==> src/rtl/core_dispatch_queue.sv <==
// rtl/core_dispatch_queue.sv - in-order multi-issue dispatch queue with RAW and structural hazard arbitration
// Decode word layout (MSB..LSB): rd, ra, rb, uses_ra, uses_rb, writeback, alu, execute, mul, ldst, branch.
module core_dispatch_queue #(
  parameter int ISSUE = 2,
  parameter int DEPTH = 8,
  localparam int REG_W = 5,
  localparam int DEC_W = 3 * REG_W + 8,
  localparam int PW = $clog2(DEPTH),
  localparam int CW = $clog2(DEPTH + 1),
  localparam int SW = (ISSUE > 1) ? $clog2(ISSUE) : 1
) (
  input  logic                          clk,
  input  logic                          rst_n,
  input  logic [ISSUE-1:0]              in_valid,
  input  logic [ISSUE-1:0][DEC_W-1:0]   in_dec,
  output logic                          in_ready,
  input  logic                          flush,
  input  logic [(1<<REG_W)-1:0]         busy_mask,
  input  logic                          mul_busy,
  input  logic                          ldst_busy,
  input  logic                          branch_busy,
  output logic [ISSUE-1:0]              start_alu,
  output logic                          start_mul,
  output logic                          start_ldst,
  output logic                          start_branch,
  output logic [ISSUE-1:0][DEC_W-1:0]   issue_dec,
  output logic [SW-1:0]                 single_slot,
  output logic [CW-1:0]                 count
);

  typedef struct packed {
    logic [REG_W-1:0] rd;
    logic [REG_W-1:0] ra;
    logic [REG_W-1:0] rb;
    logic             uses_ra;
    logic             uses_rb;
    logic             writeback;
    logic             alu;
    logic             execute;
    logic             mul;
    logic             ldst;
    logic             branch;
  } dec_t;

  dec_t               buf_q [DEPTH];
  dec_t               buf_d [DEPTH];
  logic [PW-1:0]      head_q, head_d, tail_q, tail_d;
  logic [CW-1:0]      count_q, count_d;
  logic [ISSUE-1:0]   start_alu_q, start_alu_d;
  logic               start_mul_q, start_mul_d;
  logic               start_ldst_q, start_ldst_d;
  logic               start_branch_q, start_branch_d;
  logic [SW-1:0]      single_slot_q, single_slot_d;
  dec_t [ISSUE-1:0]   issue_dec_q, issue_dec_d;

  dec_t               win [ISSUE];
  logic [ISSUE-1:0]   disp;
  logic [CW-1:0]      enq, deq;
  logic               accept, stop, unit_taken, ok, is_unit;

  // Credit comes only from the registered count; dispatches this cycle do not free space early.
  assign in_ready = !flush && (int'(count_q) + ISSUE <= DEPTH);
  assign accept   = in_valid[0] && in_ready;

  always_comb begin
    buf_d = buf_q;
    enq   = '0;
    for (int l = 0; l < ISSUE; l++) begin
      if (accept && in_valid[l]) begin
        buf_d[tail_q + PW'(l)] = in_dec[l];
        enq = enq + 1'b1;
      end
    end
  end

  always_comb begin
    disp           = '0;
    deq            = '0;
    stop           = 1'b0;
    unit_taken     = 1'b0;
    ok             = 1'b0;
    is_unit        = 1'b0;
    start_alu_d    = '0;
    start_mul_d    = 1'b0;
    start_ldst_d   = 1'b0;
    start_branch_d = 1'b0;
    single_slot_d  = '0;
    for (int i = 0; i < ISSUE; i++) begin
      win[i] = buf_q[head_q + PW'(i)];
      ok = !stop && (CW'(i) < count_q);
      if (win[i].uses_ra && busy_mask[win[i].ra]) ok = 1'b0;
      if (win[i].uses_rb && busy_mask[win[i].rb]) ok = 1'b0;
      for (int j = 0; j < i; j++) begin
        if (disp[j] && win[j].writeback &&
            ((win[i].uses_ra && win[i].ra == win[j].rd) ||
             (win[i].uses_rb && win[i].rb == win[j].rd))) ok = 1'b0;
      end
      // mul, ldst and branch share one start slot per cycle.
      is_unit = win[i].execute && (win[i].mul || win[i].ldst || win[i].branch);
      if (is_unit && (unit_taken || (win[i].mul && mul_busy) ||
                      (win[i].ldst && ldst_busy) || (win[i].branch && branch_busy))) ok = 1'b0;
      if (ok) begin
        disp[i]        = 1'b1;
        deq            = deq + 1'b1;
        start_alu_d[i] = win[i].alu;
        if (is_unit) begin
          unit_taken     = 1'b1;
          single_slot_d  = SW'(i);
          start_mul_d    = win[i].mul;
          start_ldst_d   = win[i].ldst;
          start_branch_d = win[i].branch;
        end
        if (win[i].execute && win[i].branch) stop = 1'b1;
      end else begin
        stop = 1'b1;
      end
    end
    for (int i = 0; i < ISSUE; i++) issue_dec_d[i] = win[i];
    if (flush) begin
      start_alu_d    = '0;
      start_mul_d    = 1'b0;
      start_ldst_d   = 1'b0;
      start_branch_d = 1'b0;
      single_slot_d  = '0;
    end
  end

  always_comb begin
    if (flush) begin
      head_d  = '0;
      tail_d  = '0;
      count_d = '0;
    end else begin
      head_d  = head_q + deq[PW-1:0];
      tail_d  = tail_q + enq[PW-1:0];
      count_d = count_q + enq - deq;
    end
  end

  always_ff @(posedge clk or negedge rst_n) begin
    if (!rst_n) begin
      head_q         <= '0;
      tail_q         <= '0;
      count_q        <= '0;
      start_alu_q    <= '0;
      start_mul_q    <= 1'b0;
      start_ldst_q   <= 1'b0;
      start_branch_q <= 1'b0;
      single_slot_q  <= '0;
    end else begin
      head_q         <= head_d;
      tail_q         <= tail_d;
      count_q        <= count_d;
      start_alu_q    <= start_alu_d;
      start_mul_q    <= start_mul_d;
      start_ldst_q   <= start_ldst_d;
      start_branch_q <= start_branch_d;
      single_slot_q  <= single_slot_d;
    end
  end

  always_ff @(posedge clk) begin
    buf_q       <= buf_d;
    issue_dec_q <= issue_dec_d;
  end

  assign start_alu    = start_alu_q;
  assign start_mul    = start_mul_q;
  assign start_ldst   = start_ldst_q;
  assign start_branch = start_branch_q;
  assign single_slot  = single_slot_q;
  assign count        = count_q;
  assign issue_dec    = issue_dec_q;

endmodule

==> config.mk <==
export PLATFORM = sky130hd
export DESIGN_NAME = core_dispatch_queue
export DESIGN_NICKNAME = d
export VERILOG_FILES = /design/src/rtl/core_dispatch_queue.sv
export SDC_FILE = /design/constraint.sdc
export NUM_CORES = 1
export LEC_CHECK = 0
export BUFFER_PORTS_ARGS = -buffer_cell sky130_fd_sc_hd__buf_2
export CAP_MARGIN = 20
export CELL_PAD_IN_SITES_DETAIL_PLACEMENT = 1
export CELL_PAD_IN_SITES_GLOBAL_PLACEMENT = 1
export CORE_ASPECT_RATIO = 1.1
export CORE_UTILIZATION = 25
export CTS_BUF_LIST = sky130_fd_sc_hd__clkbuf_16
export CTS_CLUSTER_SIZE = 14
export DETAILED_ROUTE_END_ITERATION = 7
export PLACE_DENSITY = 0.56
export SYNTH_ARGS = -nofsm -noshare
export SYNTH_HDL_FRONTEND = slang
export SYNTH_SLANG_ARGS = --single-unit
==> constraint.sdc <==
create_clock -name clk -period 5.4 [get_ports clk]
set_input_delay 0.81 -clock clk [delete_from_list [all_inputs] [get_ports clk]]
set_output_delay 0.81 -clock clk [all_outputs]
set_load 0.01 [all_outputs]
# ---- Word level (Yosys, flattened, before mapping)
# Cells that the tools add are included.
dict set report totals {
  regBits 246
  in_bits 86
  out_inout_bits 57
  word_cells 246
}
dict set report op_classes {
  n_addsub 9
  n_lt_le_gt_ge 13
  n_eq_ne 2
  n_mux 62
  bitwise_logic 4
  reduce_logical 38
}
# operator n
set ops {}
lappend ops {{184-bit bitwise mux} 2}
lappend ops {{184-bit two-way mux} 2}
lappend ops {{23-bit binary-select mux with 3-bit select} 2}
lappend ops {{23-bit demux with 3-bit select} 2}
lappend ops {{23-bit two-way mux} 6}
lappend ops {{1-bit two-way mux} 38}
lappend ops {{1-bit logical AND} 26}
lappend ops {{5-bit by 6-bit < comparator with 1-bit output, second input constant} 4}
lappend ops {{1-bit binary-select mux with 5-bit select} 4}
lappend ops {{4-bit >= comparator, second input constant} 4}
lappend ops {{3-bit inverter with 4-bit output} 4}
lappend ops {{4-bit two-way mux} 3}
lappend ops {{5-bit equality test} 2}
lappend ops {{1-bit logical OR} 10}
lappend ops {{4-bit by 1-bit adder with 4-bit output, second input constant} 2}
lappend ops {{1-bit by 4-bit < comparator with 1-bit output, first input constant} 2}
lappend ops {{4-bit by 1-bit < comparator with 1-bit output, second input constant} 2}
lappend ops {{3-bit by 1-bit adder with 3-bit output, second input constant} 2}
lappend ops {{3-bit adder} 2}
lappend ops {{3-bit two-way mux} 2}
lappend ops {{4-bit by 2-bit adder with 5-bit output, second input constant} 1}
lappend ops {{5-bit by 4-bit less-or-equal comparator with 1-bit output, second input constant} 1}
lappend ops {{4-bit adder} 1}
lappend ops {{4-bit subtractor} 1}
lappend ops {{2 further kinds} 3}

# ---- Longest topological paths before layout
dict set report logic_depth {
  depth_word 20
  ltp_mapped 23
  depth_no_buf 18
}

# ---- Worst setup path before layout
# OpenSTA, ideal clock, no wires.
dict set report synth_path {
  path_kind {register -> register}
  start {reg head_q[0]}
  end {reg count_q[2] (netlist: count[2])}
  setup_time_ns 0.132
  arrival_time_ns 4.682
  t_required_ns 5.268
  path_slack_ns 0.586
  stages_incl_launch_ff 21
  path_buffers 4
  synth_period_minus_slack_ns 4.814
  cell_sequence {dfrtp_1 ha_1 buf_4 buf_2 buf_4 buf_4 mux4_2 a221oi_1 a21oi_1 o2111ai_1 o211ai_1 a31oi_1 nand4_4 nor3_1 ha_1 ha_1 inv_1 ha_1 fa_1 xnor2_1 nor2_1}
}
dict set report synth_between {
  elab_chain_len 20
  elab_cells_between_ends 67
  classes_between {add/sub: 3; eq/ne: 2; mux: 29; bitwise: 2; reduce/logical: 31}
}
# item line
set synth_rtl {}
lappend synth_rtl {{from (decl)} 47} ;# logic [PW-1:0] head_q, head_d, tail_q, tail_d;
lappend synth_rtl {{from (signal assigned)} 142} ;# head_q <= '0;
lappend synth_rtl {{from (signal assigned)} 151} ;# head_q <= head_d;
lappend synth_rtl {{3-bit inverter with 4-bit output (not written as such)} 89} ;# win[i] = buf_q[head_q + PW'(i)];
lappend synth_rtl {{23-bit binary-select mux with 3-bit select} 89}
lappend synth_rtl {{23-bit two-way mux (not written as such) (2 in a row)} 89}
lappend synth_rtl {{1-bit binary-select mux with 5-bit select} 91} ;# if (win[i].uses_ra && busy_mask[win[i].ra]) ok = 1'b0;
lappend synth_rtl {{1-bit two-way mux (not written as such)} 91}
lappend synth_rtl {{1-bit logical AND} 91}
lappend synth_rtl {{1-bit two-way mux} 91}
lappend synth_rtl {{1-bit two-way mux} 92} ;# if (win[i].uses_rb && busy_mask[win[i].rb]) ok = 1'b0;
lappend synth_rtl {{(+4 left out)} -}
lappend synth_rtl {{1-bit two-way mux} 91}
lappend synth_rtl {{1-bit two-way mux} 92}
lappend synth_rtl {{1-bit two-way mux} 94} ;# if (disp[j] && win[j].writeback &&
lappend synth_rtl {{1-bit two-way mux} 100} ;# if (is_unit && (unit_taken || (win[i].mul && mul_busy) ||
lappend synth_rtl {{4-bit two-way mux *} 102} ;# if (ok) begin
lappend synth_rtl {{4-bit subtractor *} 136} ;# count_d = count_q + enq - deq;
lappend synth_rtl {{4-bit two-way mux *} 129} ;# if (flush) begin
lappend synth_rtl {{via count_d[2]} 48} ;# logic [CW-1:0] count_q, count_d;
lappend synth_rtl {{to (signal assigned)} 153} ;# count_q <= count_d;
lappend synth_rtl {{to (decl)} 48}
# The timed path passes the listed nets; every way through them passes the cells marked *. The select of a mux whose other input is x is not followed.

==> metrics.csv <==
stage,metric,value,unit
outcome,status,"finished, final reports clean",
logic_synthesis,Post-Synthesis Cell Area,0.0149,sq mm
route,drc violations,0,
placed_design,I/O Buffers,142,
logic_synthesis,syn nets,1632,
clock_network,Root Buffer,clkbuf_16,
power_and_ir_drop,PwrDens,606,mW/mm^2
logic_synthesis,Mapped Avg Cell Area,9.77,sq um
global_route,total gr overflow,0,
finish,area grow syn2layout,16.4,%
clock_network,# hold bufs at CTS,0,
route,antenna-violating nets left,0,
power_and_ir_drop,static leakage,6.22,nW
timing,worst rel slew slack,25.8,%
worst_setup_path,worst r2r path cells,15,
clock_network,H-tree depth,1,
route,DRT iter0 DRCs,663,
die,Die Area,0.0608,sq mm
die,FP Rows,93,
route,vias per cell,5.16,
timing,# setup viols final,0,
timing,Final Cycle Share,94.6,%
route,First-pass DRT Iterations,7,
worst_setup_path,CP Capture Type,flip-flop,
finish,design area,0.0174,sq mm
placed_design,GPL Wtd Cong,0.858,
timing,worst slew pin tran,1.11,ns
clock_network,Sink Count,246,
logic_synthesis,number of flops mapped to enable cells by yosys,0,
global_route,initial antenna violation count,7,
worst_setup_path,Crit path arrival time,5.54,ns
logic_synthesis,Synth warnings,0,
logic_synthesis,Synth Instances,1530,
finish,Final Util,29.6,%
logic_synthesis,asr flop ratio synth,6.50,%
clock_network,setup bufs post-CTS,0,
timing,min cycle time layout,5.11,ns
logic_synthesis,register area share after synthesis,33.5,%
clock_network,total clock buffers created by CTS,28,
power_and_ir_drop,total power,10.5,mW
timing,Worst Skew,0.0157,ns
route,DR WL/cell,23.8,um
run,Max-Cap Viols,0,
finish,layout cells sized above 1,23.5,%
logic_synthesis,Synth Register Bits,246,
die,I/O pins,143,
clock_network,CTS tree,yes,
route,Total Wirelength,56.6,mm
logic_synthesis,Synth Flop Type,dfxtp_1,
worst_setup_path,Crit Path Class,reg2reg,
die,Die Span Y,258,um
timing,Final Slew Violations,0,
power_and_ir_drop,VDD IR max,0.245,mV
die,Starting Density,25.4,%
finish,Storage cell area,0.00501,sq mm
clock_network,Longest Clk Path Bufs,3,
finish,fillcell total,6625,
placed_design,DP HPWL,40.5,mm
global_route,pin count of the biggest net entering global routing,58,
global_route,global-route wire length before repair,85.8,mm
worst_setup_path,Worst EP required,5.84,ns
worst_setup_path,CP Max Fanout,57,
logic_synthesis,post-synth cell types,71,
finish,nets@finish,1703,
global_route,vias in the first global route,13000,
die,chip width,235,um
min_path,Hold WC Path Type,in2async,
timing,Final Hold Fails,0,
placed_design,placed instance area,0.0165,sq mm
worst_setup_path,CP startpoint kind,flip-flop,
global_route,gr usage total,18.5,%
timing,RSZ-0062 raised after global routing,false,
route,DR vias,12300,
die,Placeable Area,0.0588,sq mm
timing,setup TNS,0,ns
clock_network,worst-skew pair later-pin latency,0.57,ns
finish,area occupied by multi-input gates,0.00934,sq mm
clock_network,Clock transition at path regs,0.06,ns
timing,f_max,0.196,GHz
[metrics by stage]
| stage | cells | hold slack (ns) | worst slack, ns |
|---|---|---|---|
| after global placement | 2331 | 0.529 | 0.404 |
| after global routing | 2384 | 0.193 | 0.0605 |
| after CTS | 2383 | 0.172 | 0.240 |
| final | 2384 | 0.187 | 0.293 |
| after floorplan | 1530 | 0.512 | 0.586 |
| after detailed placement | 2331 | 0.549 | 0.261 |
[path summary, 6_finish.rpt]
path | startpoint | endpoint | slack [ns]
max in group asynchronous | rst_n | head_q[0]$_DFF_PN0_ | 4.88
min in group clk | buf_q[64]$_DFF_P_ | buf_q[64]$_DFF_P_ | 0.56
worst max-delay path | head_q[0]$_DFF_PN0_ | count[2]$_DFF_PN0_ | 0.29
worst min register to register | buf_q[64]$_DFF_P_ | buf_q[64]$_DFF_P_ | 0.56
worst min-delay path | rst_n | head_q[0]$_DFF_PN0_ | 0.19
worst max register to register | head_q[0]$_DFF_PN0_ | count[2]$_DFF_PN0_ | 0.29
[Yosys cell counts, types with 8 or more instances]
master	instances	area, sq um
nor2_1	33	124
buf_2	27	135
buf_1	17	63.8
nor2b_1	9	56.3
clkbuf_1	85	319
mux4_2	92	2070
buf_4	11	82.6
o21ai_0	188	941
nand3_1	10	50.1
mux2i_1	284	2840
nor3_1	18	90.1
xnor2_1	16	140
a22oi_1	11	82.6
inv_1	26	97.6
dfrtp_1	16	400
dfxtp_1	230	4600
ha_1	12	150
mux2_2	29	327
nand2b_1	8	50.1
xor2_1	18	158
nand2_1	273	1020
[cells by family after synthesis]
family | count (synthesis) | share of synthesized area, %
AO/OA/AOI/OAI | 262 | 10.7
multiplexers | 413 | 36.0
adder cells (fa/ha/maj) | 16 | 1.54
XOR/XNOR | 35 | 2.10
buffers and inverters | 171 | 5.00
flip-flops | 246 | 33.5
AND/OR/NAND/NOR | 387 | 11.2
[final cells by class]
type | instances | share of cell area [%]
clock buffer | 30 | 4.32
multi-input combinational | 1113 | 53.7
clock inverter | 22 | 0.842
tap | 760 | 5.47
antenna | 1 | 0.0144
inverter | 27 | 0.583
timing repair buffer | 185 | 6.30
sequential | 246 | 28.8
[power breakdown]
part / switching (mW) / total [mW] / internal, mW
registers: 0.450 / 2.86 / 2.41
clock network: 0.821 / 1.91 / 1.09
logic: 3.20 / 5.77 / 2.56
[worst max-delay path, stage by stage (launching register included)]
cell and delay [ns]:
dfrtp_4 0.54, buf_12 0.36, mux4_2 0.56, mux2_2 0.33
a222oi_1 0.39, o22ai_1 0.34, a311oi_4 0.37, nand4_4 0.26
nor3_1 0.27, ha_1 0.29, ha_1 0.29, inv_1 0.04
ha_1 0.21, fa_1 0.45, xnor2_1 0.18, nor2_1 0.05
[metal layers]
metal / wire, um / global-route usage, % / up-vias
met5: 71 / 0 / -
met4: 1830 / 6.30 / 12
met3: 2340 / 2.42 / 103
met2: 27900 / 32.7 / 303
met1: 24500 / 23.2 / 6219
li1: - / - / 5673
[registers in the layout, indices dropped and copies added (netlist names)]
| signal | flops |
|---|---|
| start_alu | 2 |
| head_q | 3 |
| single_slot | 1 |
| issue_dec | 46 |
| start_ldst | 1 |
| start_mul | 1 |
| start_branch | 1 |
| tail_q | 3 |
| buf_q | 184 |
| count | 4 |
[repair_timing]
action,CTS,global route
gates resized for setup,0,1
endpoints found under the setup margin,0,1
hold endpoints to repair,0,0
[layout by cell type, fill, tap and decap left out, types with 4 or more instances in the layout]
cell type / netlist / routed
mux2i_1: 284 / 284
nand2_1: 273 / 273
dfxtp_1: 230 / 230
o21ai_0: 188 / 188
buf_2: 27 / 142
mux4_2: 92 / 92
buf_4: 11 / 38
inv_1: 26 / 33
clkbuf_16: 0 / 30
mux2_2: 29 / 29
nor2_1: 33 / 23
xor2_1: 18 / 18
xnor2_1: 16 / 15
dfrtp_1: 16 / 13
nor3_1: 18 / 12
a22oi_1: 11 / 11
ha_1: 12 / 11
nor2_4: 0 / 10
nand3_1: 10 / 10
nor2b_1: 9 / 9
nand2b_1: 8 / 8
nor3b_1: 7 / 7
a21oi_1: 7 / 7
nor3_2: 0 / 6
and2_1: 6 / 6
a222oi_1: 6 / 6
a31oi_1: 6 / 6
clkinv_1: 0 / 6
clkinv_2: 0 / 6
buf_12: 0 / 5
nand3b_1: 4 / 4
o22ai_1: 4 / 4
fa_1: 4 / 4
Power figures use the tool's default switching activity.
